[config.mk]
export PLATFORM = sky130hd
export DESIGN_NAME = asym_ram_fifo_ctrl
export DESIGN_NICKNAME = d
export VERILOG_FILES = /design/src/rtl/asym_ram_fifo_ctrl_pkg.sv /design/src/rtl/asym_ram_store.sv /design/src/rtl/asym_ram_fifo_ctrl.sv
export SDC_FILE = /design/constraint.sdc
export NUM_CORES = 2
export LEC_CHECK = 0
export CAP_MARGIN = 20
export CORE_ASPECT_RATIO = 2
export CORE_MARGIN = 2
export CORE_UTILIZATION = 50
export DETAILED_ROUTE_END_ITERATION = 6
export PLACE_DENSITY = 0.61
export SLEW_MARGIN = 20
export SYNTH_ARGS = -nofsm -noshare
export SYNTH_HDL_FRONTEND = slang
export SYNTH_SLANG_ARGS = --single-unit
export TNS_END_PERCENT = 1
[constraint.sdc]
create_clock -name clk -period 8.8 [get_ports clk]
set_input_delay 1.32 -clock clk [delete_from_list [all_inputs] [get_ports clk]]
set_output_delay 1.32 -clock clk [all_outputs]
set_load 0.02 [all_outputs]
[src/rtl/asym_ram_fifo_ctrl_pkg.sv]
// Shared constants for the byte-in / word-out asymmetric RAM FIFO.
// Latency: n/a (types and constants only).
// Backpressure: n/a.
package asym_ram_fifo_ctrl_pkg;

  // Bytes packed per RAM word
  localparam int RATIO = 4;

  // Read-sequencer state encoding
  localparam logic [1:0] ST_IDLE  = 2'd0;
  localparam logic [1:0] ST_ADDR  = 2'd1;
  localparam logic [1:0] ST_DATA  = 2'd2;
  localparam logic [1:0] ST_VALID = 2'd3;

  typedef enum logic [1:0] {
    IDLE  = ST_IDLE,
    ADDR  = ST_ADDR,
    DATA  = ST_DATA,
    VALID = ST_VALID
  } rdState_t;

endpackage

[src/rtl/asym_ram_store.sv]
// Asymmetric storage: byte-wide synchronous write, word-wide two-register read.
// Latency: write visible next cycle; read data appears two enabled clocks after address.
// Backpressure: none; the controller sequences rdEn/outEn and never overwrites live words.
module asym_ram_store
  import asym_ram_fifo_ctrl_pkg::*;
#(
  parameter int WIDTHA     = 8,
  parameter int SIZEA      = 256,
  parameter int ADDRWIDTHA = 8,
  parameter int WIDTHB     = 32,
  parameter int ADDRWIDTHB = 6
) (
  input  logic                  clk,
  input  logic                  wrEn,
  input  logic [ADDRWIDTHA-1:0] wrAddr,
  input  logic [WIDTHA-1:0]     wrData,
  input  logic                  rdEn,
  input  logic [ADDRWIDTHB-1:0] rdAddr,
  input  logic                  outEn,
  output logic [WIDTHB-1:0]     rdData
);

  localparam int LANEW = ADDRWIDTHA - ADDRWIDTHB;

  logic [WIDTHA-1:0] mem [SIZEA];
  logic [WIDTHB-1:0] readReg;

  // Byte write port
  always_ff @(posedge clk) begin
    if (wrEn) mem[wrAddr] <= wrData;
  end

  // Word read register: lane k holds byte address {rdAddr, k} (little-endian)
  always_ff @(posedge clk) begin
    if (rdEn) begin
      for (int k = 0; k < RATIO; k++) begin
        readReg[k*WIDTHA +: WIDTHA] <= mem[{rdAddr, LANEW'(k)}];
      end
    end
  end

  // Output register, only loaded when the sequencer enables it so dout holds
  always_ff @(posedge clk) begin
    if (outEn) rdData <= readReg;
  end

endmodule

[src/rtl/asym_ram_fifo_ctrl.sv]
// Byte-in / word-out FIFO controller: packs 4 bytes per word over an asymmetric RAM.
// Latency: 4th byte accepted at edge E0 -> dout_valid after E3; 1 word per 3 cycles sustained.
// Backpressure: din_ready low when 256 bytes held; dout held stable until dout_ready.
module asym_ram_fifo_ctrl
  import asym_ram_fifo_ctrl_pkg::*;
#(
  parameter int WIDTHA     = 8,
  parameter int SIZEA      = 256,
  parameter int ADDRWIDTHA = 8,
  parameter int WIDTHB     = 32,
  parameter int SIZEB      = 64,
  parameter int ADDRWIDTHB = 6
) (
  input  logic                  clk,
  input  logic                  rst,
  input  logic [WIDTHA-1:0]     din,
  input  logic                  din_valid,
  output logic                  din_ready,
  output logic [WIDTHB-1:0]     dout,
  output logic                  dout_valid,
  input  logic                  dout_ready,
  output logic [ADDRWIDTHA:0]   fill_bytes,
  output logic [ADDRWIDTHB:0]   words_avail
);

  localparam int LANEW = ADDRWIDTHA - ADDRWIDTHB;

  if (SIZEB * RATIO != SIZEA || WIDTHB != RATIO * WIDTHA || LANEW != $clog2(RATIO)) begin : gSizeCheck
    $error("asym_ram_fifo_ctrl: inconsistent word/byte geometry");
  end

  // Pointers carry one extra wrap bit above the RAM address
  logic [ADDRWIDTHA:0] wrPtr;
  logic [ADDRWIDTHB:0] rdPtr;
  rdState_t            state, stateNxt;
  logic                wrFire, rdFire, ramRdEn, ramOutEn;

  assign fill_bytes  = wrPtr - {rdPtr, {LANEW{1'b0}}};
  assign words_avail = wrPtr[ADDRWIDTHA:LANEW] - rdPtr;
  assign din_ready   = (fill_bytes != SIZEA[ADDRWIDTHA:0]);
  assign wrFire      = din_valid && din_ready;
  assign dout_valid  = (state == VALID);
  // rd_ptr moves only here, so the word being read stays counted and is never overwritten
  assign rdFire      = dout_valid && dout_ready;

  // Pointer update; both may move in the same cycle
  always_ff @(posedge clk) begin
    if (rst) begin
      wrPtr <= '0;
      rdPtr <= '0;
    end else begin
      if (wrFire) wrPtr <= wrPtr + (ADDRWIDTHA+1)'(1);
      if (rdFire) rdPtr <= rdPtr + (ADDRWIDTHB+1)'(1);
    end
  end

  // Read sequencer state register
  always_ff @(posedge clk) begin
    if (rst) state <= IDLE;
    else     state <= stateNxt;
  end

  // Read sequencer next state and RAM enables
  always_comb begin
    stateNxt = state;
    ramRdEn  = 1'b0;
    ramOutEn = 1'b0;
    case (state)
      IDLE:  if (words_avail != '0) stateNxt = ADDR;
      ADDR:  begin
        ramRdEn  = 1'b1;
        stateNxt = DATA;
      end
      DATA:  begin
        ramOutEn = 1'b1;
        stateNxt = VALID;
      end
      VALID: begin
        // words_avail still includes the word handed over now, so "one left" means none after
        if (dout_ready) stateNxt = (words_avail != (ADDRWIDTHB+1)'(1)) ? ADDR : IDLE;
      end
      default: stateNxt = IDLE;
    endcase
  end

  asym_ram_store #(
    .WIDTHA     (WIDTHA),
    .SIZEA      (SIZEA),
    .ADDRWIDTHA (ADDRWIDTHA),
    .WIDTHB     (WIDTHB),
    .ADDRWIDTHB (ADDRWIDTHB)
  ) uStore (
    .clk    (clk),
    .wrEn   (wrFire),
    .wrAddr (wrPtr[ADDRWIDTHA-1:0]),
    .wrData (din),
    .rdEn   (ramRdEn),
    .rdAddr (rdPtr[ADDRWIDTHB-1:0]),
    .outEn  (ramOutEn),
    .rdData (dout)
  );

endmodule
==> results.yml <==
clock_tree:
  cts_hold_buf: 0
  worst_setup_hold_path_clk_slew_ns: 0.07
  tritoncts: "built"
  cts_buffers: 183
  cts.root.buffer_cell: "sky130_fd_sc_hd__clkbuf_16"
  cts_buffer_depth: 4
  post-cts-setup-buffer-count: 0
  cts_resized: 0
  clock_sink_count: 2130
  clkLatencyLatePin_ns: 0.84
  cts_htree_levels: 4
yosys:
  synth-seq-cells: 2130
  average_size_of_a_mapped_cell_sq_um: 21.63
  synthArstFlopShare_pct: 0
  synthCells: 3820
  synth_enable_flop_cells: 2112
  synth-main-ff-cell: "sky130_fd_sc_hd__edfxtp_1"
  fraction_of_the_yosys_area_taken_by_sequential_cells_pct: 77.20
  synthesis.nets: 3849
  yosysTopAreaCellShare_pct: 76.76
  netlist_area_sq_um: 82620
  cell_accounting_for_the_most_synthesized_area: "sky130_fd_sc_hd__edfxtp_1"
  synthDistinctLibCells: 61
  synth-warning-count: 0
  netlist_top_cells_area: "sky130_fd_sc_hd__edfxtp_1 (77%), sky130_fd_sc_hd__mux4_2 (16%), sky130_fd_sc_hd__nor2_1 (1.4%)"
setup_path:
  critPathBufInv: 2
  crit_required_ns: 7.48
  timing.setup.critical_path_class: "reg2out"
  critical_path.reg2reg.startpoint: "rdPtr[0]"
  timing.critical_path.cells: "inv_2 > fa_1 > a211oi_2 > nor2_1 > o32a_1 > a2111oi_4 > nand2_4 > clkdlybuf4s50_1"
  critical-path-top-delay-family: "compound AO/OA/AOI/OAI gates"
  r2r-end: "uStore.readReg[13]"
  critPathMaxFanout: 40
  start_kind: "flop"
  critPathCaptureType: "output port"
  crit_start: "rdPtr[1]"
  cp_data_arrival_time_ns: 4.54
  timing.critical_path.slowest_cell_delay_ns: 0.80
  r2r_slack_ns: 3.43
  cp_slowest_cell: "sky130_fd_sc_hd__dfxtp_4"
  rr_worst_depth: 7
placement:
  finalWeightedCongestion: 0.8597
  dp_hpwl_microns: 136700
  port_buffers: 61
  placedInstanceArea_sq_um: 85690
  place_ws_ns: 3.365
finish:
  finalInstanceArea_sq_um: 91560
  syn2layout_area_growth_pct: 10.82
  layout.nets: 3970
  drive_above_1_share_pct: 23.95
sta:
  timing.fmax_mhz: 170.6
  hold_ws_ns: 0.4255
  hold_viol_final: 0
  setup_viol: 0
  max_slew_violations: 0
  min_period_over_period_pct: 66.63
  post-route-worst-setup-slack_ns: 2.937
  fin_crit_ns: 5.863
  final.setup.tns_ns: 0
  rsz0062_at_grt: "false"
  timing.clock.skew_ns: 0.03422
  worst_pin_slew_ns: 1.297
  timing.slew.headroom_pct: 13.22
floorplan:
  initial_core_util_pct: 50.15
  boundaryPins: 62
  die-height_microns: 578.9
  core-area_sq_um: 164700
  rows: 211
  die-area_sq_um: 168700
  floorplan.die.width_microns: 291.4
global_routing:
  grt_start_max_net_pins: 169
  track_usage_pct: 25.95
  antenna_found_initial: 8
  grt_pass1_vias: 40835
  grt_pass1_wl_microns: 306500
  grt_remaining_overflow: 0
pwr:
  p_per_area_nw_per_um2: 213.5
  ir_drop_uv: 179.8
  pwr_total_w: 0.01954
  static-leakage-power_nw: 27.61
detailed_routing:
  routed-via-count: 38576
  drc_errors: 0
  dr.first_iter.drc_count: 3763
  via_per_inst: 6.213
  drt_wl_total_microns: 216500
  post_drt_wl_per_cell_microns: 34.88
  ant_nets: 0
  first_pass_iters: 5
hold_path:
  min_to: "uStore.rdData[14]"
  min_delay_path_depth: 0
  min_from: "uStore.readReg[14]"
  worst_hold_path_type: "reg2reg"
run_status:
  status: "complete, no violations"
flow_run:
  max-cap-violations: 0
## flip-flops by register name, indices dropped and copies added, names as in the netlist
name            count
uStore.mem       2048
uStore.rdData      32
uStore.readReg     32
wrPtr               9
rdPtr               7
state               2
## metal layers
layer / vias to the layer above / part of all wire [%] / global-route usage (%)
met1: 20784 / 34 / 28.70
met5: - / 0.0060 / 0
met2: 1377 / 56 / 49.08
li1: 16020 / - / -
met3: 393 / 4.5 / 2.740
met4: 2 / 6.0 / 13.50
## worst reg2reg max path: cells and delay by family (launching register included)
family,cells,cell delay [ns]
muxes,2,1.09
buffers and inverters,3,2.28
DFF,1,0.76
AOI/OAI and AO/OA,2,0.97
## worst max path at each step
stage	endpoint	depth (start not counted)	slack, ns
2_1_floorplan	din_ready	12	4.36
3_3_place_gp	uStore.readReg[13]	7	3.34
3_5_place_dp	uStore.readReg[13]	7	3.37
4_1_cts	din_ready	8	2.88
5_1_grt	din_ready	8	2.76
6_report	din_ready	8	2.94
## cells in the final DEF (no fill, tap or decap), types with 5 or more instances in the layout
master	instances
sky130_fd_sc_hd__nor2b_1	6
sky130_fd_sc_hd__nand3_1	32
sky130_fd_sc_hd__nor3_2	6
sky130_fd_sc_hd__buf_4	86
sky130_fd_sc_hd__ha_1	14
sky130_fd_sc_hd__a221o_1	9
sky130_fd_sc_hd__and3_1	14
sky130_fd_sc_hd__clkinv_2	34
sky130_fd_sc_hd__a21oi_1	26
sky130_fd_sc_hd__dfxtp_1	13
sky130_fd_sc_hd__a311oi_1	5
sky130_fd_sc_hd__clkdlybuf4s50_1	53
sky130_fd_sc_hd__clkbuf_16	188
sky130_fd_sc_hd__nor2_1	297
sky130_fd_sc_hd__nor3_1	18
sky130_fd_sc_hd__buf_12	6
sky130_fd_sc_hd__edfxtp_1	2112
sky130_fd_sc_hd__clkinv_1	31
sky130_fd_sc_hd__a31oi_1	27
sky130_fd_sc_hd__clkbuf_8	8
sky130_fd_sc_hd__and2_1	12
sky130_fd_sc_hd__a211oi_1	13
sky130_fd_sc_hd__nor2_2	5
sky130_fd_sc_hd__a22oi_1	8
sky130_fd_sc_hd__o22ai_1	5
sky130_fd_sc_hd__bufinv_16	22
sky130_fd_sc_hd__o21ai_0	21
sky130_fd_sc_hd__or3_1	5
sky130_fd_sc_hd__xnor2_1	6
sky130_fd_sc_hd__mux4_2	587
sky130_fd_sc_hd__clkbuf_1	38
sky130_fd_sc_hd__nand2_1	234
sky130_fd_sc_hd__mux2i_1	32
sky130_fd_sc_hd__inv_1	11
sky130_fd_sc_hd__nand2b_1	9
sky130_fd_sc_hd__a32oi_1	16
sky130_fd_sc_hd__a22o_1	9
## cell usage after synthesis (4+ instances only)
| cell | number |
|---|---|
| sky130_fd_sc_hd__xnor2_1 | 6 |
| sky130_fd_sc_hd__nor3_1 | 25 |
| sky130_fd_sc_hd__clkbuf_1 | 81 |
| sky130_fd_sc_hd__mux4_2 | 587 |
| sky130_fd_sc_hd__a221o_1 | 9 |
| sky130_fd_sc_hd__buf_2 | 68 |
| sky130_fd_sc_hd__a31oi_1 | 27 |
| sky130_fd_sc_hd__xor2_1 | 4 |
| sky130_fd_sc_hd__a311oi_1 | 5 |
| sky130_fd_sc_hd__ha_1 | 16 |
| sky130_fd_sc_hd__a22o_1 | 9 |
| sky130_fd_sc_hd__a32oi_1 | 16 |
| sky130_fd_sc_hd__mux2i_1 | 32 |
| sky130_fd_sc_hd__nand2b_1 | 9 |
| sky130_fd_sc_hd__a211oi_1 | 13 |
| sky130_fd_sc_hd__dfxtp_1 | 18 |
| sky130_fd_sc_hd__a21oi_1 | 26 |
| sky130_fd_sc_hd__inv_1 | 13 |
| sky130_fd_sc_hd__and2_1 | 11 |
| sky130_fd_sc_hd__buf_4 | 37 |
| sky130_fd_sc_hd__nor2b_1 | 6 |
| sky130_fd_sc_hd__buf_6 | 8 |
| sky130_fd_sc_hd__or3_1 | 5 |
| sky130_fd_sc_hd__nand2_1 | 234 |
| sky130_fd_sc_hd__and3_1 | 14 |
| sky130_fd_sc_hd__buf_1 | 23 |
| sky130_fd_sc_hd__edfxtp_1 | 2112 |
| sky130_fd_sc_hd__nand3_1 | 32 |
| sky130_fd_sc_hd__nor2_1 | 302 |
| sky130_fd_sc_hd__o22ai_1 | 5 |
| sky130_fd_sc_hd__o21ai_0 | 22 |
| sky130_fd_sc_hd__a22oi_1 | 8 |
## logic make-up (layout without fill, tap and decap cells)
| kind of cell | count (synthesis) | after routing | synth area share, % |
|---|---|---|---|
| AOI/OAI and AO/OA | 157 | 157 | 1.351 |
| xor gates and xnor gates | 11 | 11 | 0.1257 |
| adders and majority gates | 17 | 17 | 0.2665 |
| buffers and inverters | 234 | 490 | 1.407 |
| DFF | 2130 | 2130 | 77.20 |
| muxes | 621 | 621 | 16.42 |
| other | 0 | 3 | 0 |
| and+or+nand+nor | 650 | 650 | 3.236 |
## where the power goes
group / leakage, nW / internal [W] / total [W] / switching [W]
Combinational: 5.61 / 0.0000332 / 0.000261 / 0.000228
Sequential: 19.1 / 0.0112 / 0.0112 / 0.00000721
Clock: 2.87 / 0.00455 / 0.00812 / 0.00357
## final cells by class
type	count	area (sq um)
Antenna cell	3	7.507
Clock buffer	226	4847
Clock inverter	94	1015
Fill cell	12407	73170
Inverter	17	70.07
Multi-Input combinational cell	1456	17760
Sequential cell	2130	63790
Tap cell	2130	2665
Timing Repair Buffer	153	1406
## metrics by stage
step           utilization, %  std cells
6_report                55.58       6209
5_1_grt                 55.58       6207
4_1_cts                 55.58       6206
3_5_place_dp            52.02       5886
3_3_place_gp            52.01       5886
2_1_floorplan               -       3820
(Power assumes the default switching activity.)
